$ cat src/rtl/prog_iram_pkg.sv
// Shared processor package: opcode constants, instruction-RAM loader states and helpers.
package prog_iram_pkg;

  localparam logic [7:0] OP_HALT = 8'h00;
  localparam logic [7:0] OP_LDI  = 8'h01;
  localparam logic [7:0] OP_NOP  = 8'h02;
  localparam logic [7:0] OP_ADD  = 8'h03;
  localparam logic [7:0] OP_SUB  = 8'h04;
  localparam logic [7:0] OP_JMP  = 8'h05;
  localparam logic [7:0] OP_BRZ  = 8'h06;
  localparam logic [7:0] OP_ST   = 8'h07;

  // Out-of-range fetches hand the core a harmless instruction.
  localparam logic [7:0] NOP_CODE_DEFAULT = OP_NOP;

  typedef enum logic [1:0] {
    IRAM_IDLE = 2'd0,
    IRAM_LOAD = 2'd1,
    IRAM_DONE = 2'd2
  } iram_state_e;

  // Evaluated in 32 bits so base+len never wraps for any realistic ADDR_W.
  function automatic logic load_fits(input int unsigned base,
                                     input int unsigned len,
                                     input int unsigned depth);
    return (len != 0) && ((base + len) <= depth);
  endfunction

endpackage

$ cat src/rtl/prog_iram_mem.sv
// Parametrised synchronous RAM: one write port, one registered read port that holds when idle.
module iram_mem #(
  parameter int DATA_W = 8,
  parameter int ADDR_W = 8,
  parameter int DEPTH  = 256
) (
  input  logic              clk,
  input  logic              rst,
  input  logic              we_i,
  input  logic [ADDR_W-1:0] waddr_i,
  input  logic [DATA_W-1:0] wdata_i,
  input  logic              re_i,
  input  logic [ADDR_W-1:0] raddr_i,
  output logic [DATA_W-1:0] rdata_o
);

  logic [DATA_W-1:0] mem [DEPTH];
  logic [DATA_W-1:0] rdata_q;

  // The array itself is never reset so a reset keeps any loaded program.
  always_ff @(posedge clk) begin
    if (we_i) begin
      mem[waddr_i] <= wdata_i;
    end
  end

  always_ff @(posedge clk or posedge rst) begin
    if (rst) begin
      rdata_q <= '0;
    end else if (re_i) begin
      rdata_q <= mem[raddr_i];
    end
  end

  assign rdata_o = rdata_q;

endmodule

$ cat src/rtl/prog_iram.sv
// Program instruction RAM: single-cycle fetch port plus a streaming loader that fills a window.
module prog_iram
  import prog_iram_pkg::*;
#(
  parameter int                DATA_W   = 8,
  parameter int                ADDR_W   = 8,
  parameter int                DEPTH    = 256,
  parameter logic [DATA_W-1:0] NOP_CODE = DATA_W'(NOP_CODE_DEFAULT)
) (
  input  logic              clk,
  input  logic              rst,
  input  logic              fetch_en,
  input  logic [ADDR_W-1:0] addr,
  output logic [DATA_W-1:0] dout,
  output logic              dout_valid,
  output logic              addr_err,
  input  logic              load_start,
  input  logic [ADDR_W-1:0] load_base,
  input  logic [ADDR_W:0]   load_len,
  input  logic              ld_valid,
  input  logic [DATA_W-1:0] ld_data,
  output logic              ld_ready,
  output logic              load_busy,
  output logic              load_done,
  output logic              load_err
);

  iram_state_e       state_q, state_d;
  logic [ADDR_W-1:0] ptr_q, ptr_d;
  logic [ADDR_W:0]   remaining_q, remaining_d;
  logic              valid_q, addr_err_q, nop_sel_q;
  logic              zero_done_q, err_q;

  logic              in_idle, in_load;
  logic              fetch_act, fetch_in_range;
  logic              start_req, start_zero, start_fits, start_bad;
  logic              mem_we, mem_re;
  logic [DATA_W-1:0] mem_rdata;

  assign in_idle = (state_q == IRAM_IDLE);
  assign in_load = (state_q == IRAM_LOAD);

  assign fetch_act      = in_idle && fetch_en;
  assign fetch_in_range = (32'(addr) < 32'(DEPTH));

  assign start_req  = in_idle && load_start;
  assign start_zero = (load_len == '0);
  assign start_fits = load_fits(32'(load_base), 32'(load_len), 32'(DEPTH));
  assign start_bad  = start_req && !start_zero && !start_fits;

  assign mem_we = in_load && ld_valid;
  assign mem_re = fetch_act && fetch_in_range;

  iram_mem #(
    .DATA_W (DATA_W),
    .ADDR_W (ADDR_W),
    .DEPTH  (DEPTH)
  ) u_mem (
    .clk     (clk),
    .rst     (rst),
    .we_i    (mem_we),
    .waddr_i (ptr_q),
    .wdata_i (ld_data),
    .re_i    (mem_re),
    .raddr_i (addr),
    .rdata_o (mem_rdata)
  );

  always_comb begin
    state_d     = state_q;
    ptr_d       = ptr_q;
    remaining_d = remaining_q;
    case (state_q)
      IRAM_IDLE: begin
        if (start_req && start_fits) begin
          state_d     = IRAM_LOAD;
          ptr_d       = load_base;
          remaining_d = load_len;
        end
      end
      IRAM_LOAD: begin
        if (ld_valid) begin
          ptr_d       = ptr_q + ADDR_W'(1);
          remaining_d = remaining_q - (ADDR_W+1)'(1);
          if (remaining_q == (ADDR_W+1)'(1)) begin
            state_d = IRAM_DONE;
          end
        end
      end
      IRAM_DONE: state_d = IRAM_IDLE;
      default:   state_d = IRAM_IDLE;
    endcase
  end

  always_ff @(posedge clk or posedge rst) begin
    if (rst) begin
      state_q     <= IRAM_IDLE;
      ptr_q       <= '0;
      remaining_q <= '0;
    end else begin
      state_q     <= state_d;
      ptr_q       <= ptr_d;
      remaining_q <= remaining_d;
    end
  end

  // nop_sel_q only moves on a real fetch, so dout holds whatever was last fetched.
  always_ff @(posedge clk or posedge rst) begin
    if (rst) begin
      valid_q     <= 1'b0;
      addr_err_q  <= 1'b0;
      nop_sel_q   <= 1'b0;
      zero_done_q <= 1'b0;
      err_q       <= 1'b0;
    end else begin
      valid_q     <= fetch_act;
      addr_err_q  <= fetch_act && !fetch_in_range;
      zero_done_q <= start_req && start_zero;
      err_q       <= start_bad;
      if (fetch_act) begin
        nop_sel_q <= !fetch_in_range;
      end
    end
  end

  assign dout       = nop_sel_q ? NOP_CODE : mem_rdata;
  assign dout_valid = valid_q;
  assign addr_err   = addr_err_q;
  assign ld_ready   = in_load;
  assign load_busy  = in_load;
  assign load_done  = (state_q == IRAM_DONE) || zero_done_q;
  assign load_err   = err_q;

endmodule

$ cat config.mk
export PLATFORM = sky130hd
export DESIGN_NAME = prog_iram
export DESIGN_NICKNAME = d
export VERILOG_FILES = /design/src/rtl/prog_iram_pkg.sv /design/src/rtl/prog_iram_mem.sv /design/src/rtl/prog_iram.sv
export SDC_FILE = /design/constraint.sdc
export NUM_CORES = 2
export LEC_CHECK = 0
export BUFFER_PORTS_ARGS = -buffer_cell sky130_fd_sc_hd__buf_2
export CAP_MARGIN = 20
export CORE_ASPECT_RATIO = 2
export CORE_MARGIN = 2
export CORE_UTILIZATION = 40
export CTS_BUF_LIST = sky130_fd_sc_hd__clkbuf_8
export CTS_CLUSTER_DIAMETER = 50
export DETAILED_ROUTE_END_ITERATION = 7
export HOLD_SLACK_MARGIN = 0.05
export PLACE_DENSITY_LB_ADDON = 0.2
export SLEW_MARGIN = 40
export SYNTH_ARGS = -nofsm -noshare
export SYNTH_HDL_FRONTEND = slang
export SYNTH_SLANG_ARGS = --single-unit
export TNS_END_PERCENT = 5
$ cat constraint.sdc
create_clock -name clk -period 3.3 [get_ports clk]
set_input_delay 0.165 -clock clk [delete_from_list [all_inputs] [get_ports clk]]
set_output_delay 0.165 -clock clk [all_outputs]
set_load 0.03 [all_outputs]
==> results_dict.tcl <==
set metrics [dict create \
    setup_viol 0 \
    final_common_cell "edfxtp_1" \
    end_kind "register" \
    start_util_pct 40.1 \
    vias_per_cell 5.60 \
    postRouteWirelength_mm 227 \
    grt_pass1_wl_mm 319 \
    tightest_slew_ps 903 \
    synthCells 3881 \
    drt_drc_violations_left 0 \
    dieArea_um2 205000 \
    drv_cap 0 \
    start_kind "register" \
    final_cell_mix "edfxtp_1, mux4_2, buf_4" \
    core-area_um2 201000 \
    seq_area_frac_synth_pct 77.3 \
    r2r_cells 9 \
    rsz0062_at_grt "false" \
    htreeDepth 5 \
    period_share_pct 97.0 \
    die_w_um 321 \
    cts_buffers 287 \
    nets 4606 \
    final_hold_viol_count 0 \
    clk_latency_ps 930 \
    grt_overflow_total 0 \
    num_vias 41200 \
    drive_gt1_share_pct 29.5 \
    synth_xor_area_share_pct 0.0544 \
    crit_arrival_ps 4070 \
    peakVddDrop_mv 0.406 \
    p_total_uw 53600 \
    status "completed" \
    hold_depth 4 \
    syn_avg_cell_area_um2 20.8 \
    ys_ff_latch 2078 \
    port_buffers 50 \
    synth_edf_count 2048 \
    wl_per_cell_um 30.8 \
    synth_top_family_by_area "multiplexers" \
    synthSimpleGateAreaFrac_pct 2.98 \
    synth_compound_area_share_pct 3.44 \
    path_class "reg -> reg" \
    final_antenna_net_count 0 \
    min_period_ps 3200 \
    grt_antenna_before_repair 13 \
    n_fill_cell 16900 \
    maxSlewHeadroom_pct 39.7 \
    drt_iter0_drc 3473 \
    hpwl_mm 153 \
    syn_area_um2 80600 \
    dr.pass1.iters 5 \
    power_density_nw_per_um2 575 \
    required_ps 4170 \
    setup_tns_ps 0 \
    syn_to_final_growth_pct 15.8 \
    cts_root_buf "clkbuf_8" \
    max_freq_mhz 312 \
    fin_skew_ps 53.8 \
    p_leak_uw 0.0302 \
    cts_tree "built" \
    grt_start_max_net_pins 117 \
    async_flop_share_pct 1.44 \
    ys.flop_type "edfxtp_1" \
    synth_cell_types 61 \
    hold_path_class "in -> reg" \
    report.final.slew_viol_count 0 \
    num_rows 233 \
    clkTransAtPathRegs_ps 70 \
    critPathMaxFanout 11 \
    grtUsageTotal_pct 22.1 \
    first_global_vias 44100 \
    clock_path_buffers 4 \
    clock-sinks 2078 \
    place_congestion 0.884 \
    synth_fa_ha_area_share_pct 0.242 \
    ys_warn_count 0 \
    fin_util_pct 46.4 \
    synth_nets 3934 \
    synthMuxAreaShare_pct 14.7 \
    die_h_um 639 \
    ioPinCount 52 \
]
[final timing paths]
| path | slack [ps] | endpoint | startpoint |
|---|---|---|---|
| worst max-delay path | 100 | u_mem.rdata_o[7] | state_q[0] |
| worst min-delay path | 170 | remaining_q[8] | load_len[8] |
| worst max register to register | 100 | u_mem.rdata_o[7] | state_q[0] |
| worst min register to register | 540 | u_mem.rdata_o[4] | u_mem.rdata_o[4] |
| max in group asynchronous | 2430 | remaining_q[7] | rst |
| min in group asynchronous | 490 | u_mem.rdata_o[1] | rst |
[cells in the mapped netlist (5+ instances only)]
cell type	n	share of area [%]
edfxtp_1	2048	76
mux4_2	464	13
nor2_1	312	1.5
mux2i_1	139	1.7
clkbuf_1	115	0.54
nand2_1	84	0.39
a21oi_1	82	0.51
buf_2	72	0.45
a22oi_1	66	0.62
o221ai_1	57	0.62
o22ai_1	57	0.44
nand3_1	40	0.25
nor3_1	39	0.24
nand4_1	33	0.26
dfrtp_1	30	0.93
a211oi_1	26	0.24
o21ai_0	19	0.12
buf_4	17	0.16
a22o_1	16	0.17
buf_1	15	0.070
ha_1	14	0.22
inv_1	13	0.061
nor2b_1	11	0.085
nand2b_1	10	0.078
a32oi_1	8	0.087
and3_1	8	0.062
o22a_1	8	0.087
o2bb2ai_1	8	0.087
a21o_1	6	0.056
a221oi_1	5	0.054
o21a_1	5	0.047
[stage by stage]
step | hold WS, ps | instances | cell area (um^2) | setup WS (ps)
floorplan | 256 | 3881 | 80600 | 825
global placement | 298 | 6787 | 87300 | -288
detailed placement | 311 | 6789 | 87300 | 7.45
CTS | 91.3 | 7340 | 93100 | 35.7
global route | 167 | 7353 | 93300 | 54.2
finish | 168 | 7353 | 93300 | 97.9
[cell families (layout without fill, tap and decap cells)]
logic type                 Yosys count  after routing
AOI/OAI and AO/OA                  388            389
xor gates and xnor gates             5              5
adders and majority gates           15             15
buffers and inverters              235           1115
DFF                               2078           2078
muxes                              603            603
other                                1              7
and+or+nand+nor                    556            556
[per-layer routing]
metal | share of wire, % | vias up | track usage, %
met5 | 0.023 | - | 0
met4 | 6.7 | 8 | 13.1
met3 | 4.3 | 489 | 3.31
met2 | 57 | 1225 | 42.7
met1 | 32 | 21900 | 21.8
li1 | - | 17500 | -
[critical path, stage by stage, from the launching register on]
cell	delay, ps
dfrtp_1	400
or3b_2	690
nor3_2	490
buf_4	260
o21ai_0	210
nor3_1	440
buf_4	270
nand4_1	100
o2bb2ai_1	160
nand4_1	100
[power by group]
group,switching (uW),internal (uW),leakage (uW)
Sequential,263,29300,0.0188
Clock,9630,9220,0.00295
Combinational,3450,1700,0.00849
Total,13300,40200,0.0302
[area by class of cell]
class | count | area, um^2 | share of cell area [%]
timing repair buffer | 603 | 5110 | 5.48
tap | 2585 | 3230 | 3.47
clock buffer | 296 | 4070 | 4.37
clock inverter | 202 | 1150 | 1.24
multi-input combinational | 1569 | 17400 | 18.6
antenna | 6 | 15.0 | 0.0161
inverter | 14 | 52.6 | 0.0563
sequential | 2078 | 62200 | 66.7
[flip-flops by register name, indices dropped and copies added, names as in the netlist]
signal	count
load_err	1
u_mem.rdata_o	8
ptr_q	8
zero_done_q	1
remaining_q	9
state_q	2
u_mem.mem	2048
dout_valid	1
[timing repair]
action	CTS	global route
buffers inserted	0	3
hold buffers	53	0
gates resized for setup	0	3
endpoints found under the setup margin	0	9
hold endpoints to repair	1189	0
Power figures use the tool's default switching activity.
